==> src/rtl/muldiv_sequencer.sv <==
// Multi-cycle RV32M unit: shift-add multiplier and restoring divider sharing one adder.
// Holds the pipeline via busy; done pulses once when result is valid.
module muldiv_sequencer #(
   parameter int unsigned XLEN = 32
) (
   input  logic            clk,
   input  logic            rst_n,
   input  logic            start,
   input  logic [2:0]      funct_3,
   input  logic [XLEN-1:0] op_a,
   input  logic [XLEN-1:0] op_b,
   input  logic            flush,
   output logic            busy,
   output logic            done,
   output logic [XLEN-1:0] result
);

   localparam int unsigned CW = $clog2(XLEN);
   localparam logic [CW-1:0] CntLast = CW'(XLEN - 1);

   typedef enum logic [1:0] {StIdle, StCalc, StFix, StDone} state_e;

   state_e              state_q, state_d;
   logic [CW-1:0]       cnt_q, cnt_d;
   logic [2*XLEN-1:0]   acc_q, acc_d;
   logic [XLEN-1:0]     mcand_q, mcand_d;
   logic [2:0]          op_q, op_d;
   logic                neg_q, neg_d;
   logic [XLEN-1:0]     result_q, result_d;

   // operand conditioning on the raw inputs
   logic            is_div_in, sgn_a_in, sgn_b_in, neg_a, neg_b;
   logic            div_zero, div_ovf;
   logic [XLEN-1:0] mag_a, mag_b, special_res;

   always_comb begin
      is_div_in = funct_3[2];
      sgn_a_in  = funct_3 inside {3'd1, 3'd2, 3'd4, 3'd6};
      sgn_b_in  = funct_3 inside {3'd1, 3'd4, 3'd6};
      neg_a     = sgn_a_in & op_a[XLEN-1];
      neg_b     = sgn_b_in & op_b[XLEN-1];
      mag_a     = neg_a ? (~op_a + XLEN'(1)) : op_a;
      mag_b     = neg_b ? (~op_b + XLEN'(1)) : op_b;
      div_zero  = is_div_in && (op_b == '0);
      div_ovf   = is_div_in && !funct_3[0] && (op_a == {1'b1, {(XLEN-1){1'b0}}}) &&
                  (op_b == '1);
      // overflow: DIV returns the dividend itself, REM returns zero
      if (div_zero) special_res = funct_3[1] ? op_a : '1;
      else          special_res = funct_3[1] ? '0 : op_a;
   end

   // shared adder: add for multiply, trial subtract for divide
   logic [XLEN+1:0] add_x, add_y, add_sum;
   logic            add_sub;
   logic [XLEN:0]   rem_sh;

   always_comb begin
      rem_sh = acc_q[2*XLEN-1:XLEN-1];
      if (op_q[2]) begin
         add_x   = {1'b0, rem_sh};
         add_y   = {2'b00, mcand_q};
         add_sub = 1'b1;
      end else begin
         add_x   = {2'b00, acc_q[2*XLEN-1:XLEN]};
         add_y   = acc_q[0] ? {2'b00, mcand_q} : '0;
         add_sub = 1'b0;
      end
      add_sum = add_x + (add_sub ? ~add_y : add_y) + {{(XLEN+1){1'b0}}, add_sub};
   end

   // final sign correction and selection
   logic [2*XLEN-1:0] prod_fix;
   logic [XLEN-1:0]   div_val, div_fix, fix_res;

   always_comb begin
      prod_fix = neg_q ? (~acc_q + (2*XLEN)'(1)) : acc_q;
      div_val  = op_q[1] ? acc_q[2*XLEN-1:XLEN] : acc_q[XLEN-1:0];
      div_fix  = neg_q ? (~div_val + XLEN'(1)) : div_val;
      if (op_q[2])           fix_res = div_fix;
      else if (op_q == 3'd0) fix_res = prod_fix[XLEN-1:0];
      else                   fix_res = prod_fix[2*XLEN-1:XLEN];
   end

   always_comb begin
      state_d  = state_q;
      cnt_d    = cnt_q;
      acc_d    = acc_q;
      mcand_d  = mcand_q;
      op_d     = op_q;
      neg_d    = neg_q;
      result_d = result_q;
      unique case (state_q)
         StIdle: begin
            if (start && !flush) begin
               op_d  = funct_3;
               neg_d = (funct_3 == 3'd6) ? neg_a : (neg_a ^ neg_b);
               cnt_d = '0;
               if (div_zero || div_ovf) begin
                  result_d = special_res;
                  state_d  = StDone;
               end else begin
                  state_d = StCalc;
                  // divide: dividend in low half; multiply: multiplier in low half
                  acc_d   = {{XLEN{1'b0}}, is_div_in ? mag_a : mag_b};
                  mcand_d = is_div_in ? mag_b : mag_a;
               end
            end
         end
         StCalc: begin
            if (flush) begin
               state_d = StIdle;
            end else begin
               if (op_q[2]) begin
                  if (add_sum[XLEN+1])
                     acc_d = {rem_sh[XLEN-1:0], acc_q[XLEN-2:0], 1'b0};
                  else
                     acc_d = {add_sum[XLEN-1:0], acc_q[XLEN-2:0], 1'b1};
               end else begin
                  acc_d = {add_sum[XLEN:0], acc_q[XLEN-1:1]};
               end
               cnt_d = cnt_q + CW'(1);
               if (cnt_q == CntLast) state_d = StFix;
            end
         end
         StFix: begin
            if (flush) begin
               state_d = StIdle;
            end else begin
               result_d = fix_res;
               state_d  = StDone;
            end
         end
         StDone:  state_d = StIdle;
         default: state_d = StIdle;
      endcase
   end

   always_ff @(posedge clk or negedge rst_n) begin
      if (!rst_n) begin
         state_q  <= StIdle;
         cnt_q    <= '0;
         acc_q    <= '0;
         mcand_q  <= '0;
         op_q     <= '0;
         neg_q    <= 1'b0;
         result_q <= '0;
      end else begin
         state_q  <= state_d;
         cnt_q    <= cnt_d;
         acc_q    <= acc_d;
         mcand_q  <= mcand_d;
         op_q     <= op_d;
         neg_q    <= neg_d;
         result_q <= result_d;
      end
   end

   assign busy   = (state_q == StCalc) || (state_q == StFix);
   assign done   = (state_q == StDone);
   assign result = result_q;

endmodule
==> config.mk <==
export PLATFORM = sky130hd
export DESIGN_NAME = muldiv_sequencer
export DESIGN_NICKNAME = d
export VERILOG_FILES = /design/src/rtl/muldiv_sequencer.sv
export SDC_FILE = /design/constraint.sdc
export NUM_CORES = 1
export LEC_CHECK = 0
export ABC_AREA = 1
export CAP_MARGIN = 20
export CORE_MARGIN = 2
export CORE_UTILIZATION = 37
export CTS_BUF_LIST = sky130_fd_sc_hd__clkbuf_2
export DETAILED_ROUTE_END_ITERATION = 10
export MAX_ROUTING_LAYER = met4
export PLACE_DENSITY = 0.55
export SLEW_MARGIN = 20
export SYNTH_ARGS = -nofsm -noshare
export SYNTH_HDL_FRONTEND = slang
export SYNTH_SLANG_ARGS = --single-unit
export TNS_END_PERCENT = 30
==> constraint.sdc <==
create_clock -name clk -period 5.43 [get_ports clk]
set_input_delay 1.3575 -clock clk [delete_from_list [all_inputs] [get_ports clk]]
set_output_delay 1.3575 -clock clk [all_outputs]
set_load 0.05 [all_outputs]
==> impl_metrics.env <==
export IMPL_rrSetupSlack_ps=960
export IMPL_die_width_um=219.6
export IMPL_ant_nets=0
export IMPL_endpoint="acc_q[34]"
export IMPL_total_power_uw=12090
export IMPL_grt_pass1_vias=19340
export IMPL_drc=0
export IMPL_synth_compound_area_share_pct=19.64
export IMPL_grt_use_met1_pct=49.97
export IMPL_p_leak_uw=0.008757
export IMPL_r2r_cells=15
export IMPL_syn_inst=3088
export IMPL_cts_tree="done"
export IMPL_ys_seq_elements=139
export IMPL_clock_tree_root_cell="clkbuf_2"
export IMPL_finalCriticalPeriod_ps=4474
export IMPL_start_util_pct=37.19
export IMPL_dieArea_mm2=0.04824
export IMPL_ys_flop_type="dfrtp_1"
export IMPL_worstPathMaxFanout=73
export IMPL_status="finished, final reports clean"
export IMPL_synth_area_mux_share_pct=0
export IMPL_row_count=79
export IMPL_ys_seq_area_share_pct=20.22
export IMPL_synth_edf_count=0
export IMPL_ios=105
export IMPL_hold_class="in2async"
export IMPL_p_per_area_mw_per_mm2=640.9
export IMPL_wl_um=87280
export IMPL_worstPathRequired_ps=6420
export IMPL_area_growth_pct=9.615
export IMPL_drtIter0Drc=2491
export IMPL_finalSetupViolations=0
export IMPL_cap_violations=0
export IMPL_synth_warnings=0
export IMPL_finalClockSkew_ps=42.07
export IMPL_synth_nets=3203
export IMPL_routed_via_density=5.744
export IMPL_cts_buffer_depth=2
export IMPL_core_area_mm2=0.04626
export IMPL_reg2reg_from="op_q[2]"
export IMPL_grt_use_total_pct=37.12
export IMPL_synth_xor_area_share_pct=3.462
export IMPL_hpwl_um=70310
export IMPL_drive_gt1_share_pct=3.949
export IMPL_first_pass_iters=6
export IMPL_grt_start_max_net_pins=93
export IMPL_grt_antenna_before_repair=2
export IMPL_synth_top_family_by_area="simple AND/OR/NAND/NOR gates"
export IMPL_final_period_utilization_pct=82.40
export IMPL_yosysTopAreaCellShare_pct=21.27
export IMPL_synth_cell_types=50
export IMPL_relSlewSlack_pct=28.92
export IMPL_synth_adder_area_share_pct=3.360
export IMPL_wl_per_cell_um=23.43
export IMPL_max_freq_mhz=223.5
export IMPL_cp_startpoint="op_q[2]"
export IMPL_finalSetupTns_ps=0
export IMPL_clock_latency_ps=1080
export IMPL_holdBufCountCts=0
export IMPL_cp_end_kind="register"
export IMPL_cts_setup_buffers=0
export IMPL_peakVddDrop_uv=287.5
export IMPL_use_met3_pct=4.734
export IMPL_utilization_pct=40.77
export IMPL_grt_pass1_wl_um=127100
export IMPL_r2r_end="acc_q[34]"
export IMPL_syn_avg_cell_area_um2=5.571
export IMPL_grtUsageMet2_pct=56.26
export IMPL_gr_total_overflow=0
export IMPL_h_tree_depth=4
export IMPL_vias=21400
export IMPL_cts_resized_gates=0
export IMPL_gp_congestion=1.043
export IMPL_synthTopCellsByArea="nand2_1 21%, dfrtp_1 20%, o21ai_0 9.7%"
export IMPL_syn_cell_area_mm2=0.01720
export IMPL_path_clk_slew_ps=280
export IMPL_dieHeight_um=219.6
export IMPL_rsz0062_at_grt="no"
export IMPL_async_reset_ff_share_pct=100.0
export IMPL_top_usage_layer="met2"
export IMPL_drv_slew=0
export IMPL_synth_area_leader_cell="nand2_1"
export IMPL_crit_type="reg2reg"
export IMPL_fin_nets=3217
export IMPL_worst_slew_pin_slew_ps=1055
export IMPL_crit_arrival_ps=5460
export IMPL_cts_sinks=139
export IMPL_cts_made_buffers=17
export IMPL_placement_io_buffers=104
export IMPL_synth_simple_area_share_pct=43.95
export IMPL_worstSetupStartpointType="register"
export IMPL_hold_violations=0
==> cells in the mapped netlist (all sizes together), types with 16 or more instances <==
master and count:
dfrtp 139, nand3 314, nor3 25, o21ai 368
inv 235, a21oi 180, clkbuf 77, nor2 431
a31oi 16, xor2 58, nand2 984, nand4 47
buf 66, ha 43, o211ai 38
==> per-layer routing <==
metal  vias up  share of wire (%)
met1     10070                 45
met2       968                 44
li1      10220                  -
met4         0                4.5
met3       150                6.9
met5         -                  0
==> report_power, final <==
part / total (uW) / leakage, uW / internal, uW / switching, uW
Clock: 742 / 0.000161 / 169 / 573
Combinational: 9140 / 0.00684 / 2560 / 6570
Sequential: 2210 / 0.00175 / 1480 / 733
==> registers in the layout, summed over array words and instances, names as in the netlist <==
| name | flops |
|---|---|
| acc_q | 64 |
| mcand_q | 32 |
| result | 32 |
| cnt_q | 5 |
| op_q | 3 |
| state_q | 2 |
| neg_q | 1 |
==> cells by family (layout without fill, tap and decap cells) <==
kind of cell | after synthesis | in the layout
simple gates | 1823 | 1823
compound gates | 631 | 631
buf+inv | 381 | 408
flops | 139 | 139
xor+xnor | 68 | 68
fa+ha+maj | 46 | 46
other cells | 0 | 4
==> cell usage in the layout (no fill, tap or decap), types with 4 or more instances in the layout <==
cell               n
nand2_1          975
nor2_1           418
o21ai_0          332
nand3_1          311
inv_1            222
a21oi_1          180
dfrtp_1          136
clkdlybuf4s50_1  102
xor2_1            58
nand4_1           46
ha_1              43
o211ai_1          38
buf_4             32
o21ai_1           29
nor3_1            22
clkbuf_2          17
a31oi_1           16
inv_2             12
nor2_2            11
nand3b_1          10
xnor2_1           10
o21a_1             9
nand2_2            9
o21ai_2            7
nor4_1             6
inv_8              6
clkinv_8           6
diode_2            4
a21o_1             4
o31ai_1            4
==> final cells by class <==
cell class,instances,area (um2)
clock inverter,15,191.4
fill,5313,27400
sequential,139,3485
clock buffer,17,85.08
multi-input combinational,2568,12110
antenna,4,10.01
timing repair buffer,138,1318
inverter,238,895.9
tap,607,759.5
==> critical path, cell delays in order, from the launching register on <==
cell and delay (ps):
dfrtp_4 590, inv_4 480, buf_4 660, nor2_1 160, a21oi_1 310, ha_1 260
nand2_1 100, nor4_1 360, nand2_1 170, nor2_1 140, nor2_1 60, nand2_1 280
buf_4 370, a21oi_1 70, o21ai_0 190, o21ai_0 100
==> worst min-delay path by stage <==
stage           startpoint  cells past startpoint           to  slack (ps)
2_1_floorplan  mcand_q[13]                      2  mcand_q[13]         470
3_3_place_gp    result[20]                      2   result[20]         460
3_5_place_dp    result[24]                      2   result[24]         470
4_1_cts              rst_n                      1  mcand_q[20]         290
5_1_grt              rst_n                      1    acc_q[63]         330
6_report             rst_n                      1    acc_q[63]         280
==> metrics by stage <==
step | cell area, um2 | setup WS, ps | hold WS, ps | cells
after floorplan | 17200 | 2015 | 466.1 | 3088
after global placement | 18570 | 1008 | 464.0 | 3690
after detailed placement | 18570 | 894.3 | 469.4 | 3690
after CTS | 18850 | 1074 | 286.8 | 3722
after global routing | 18860 | 633.1 | 328.3 | 3726
final | 18860 | 955.5 | 279.6 | 3726
(Power assumes the default switching activity.)
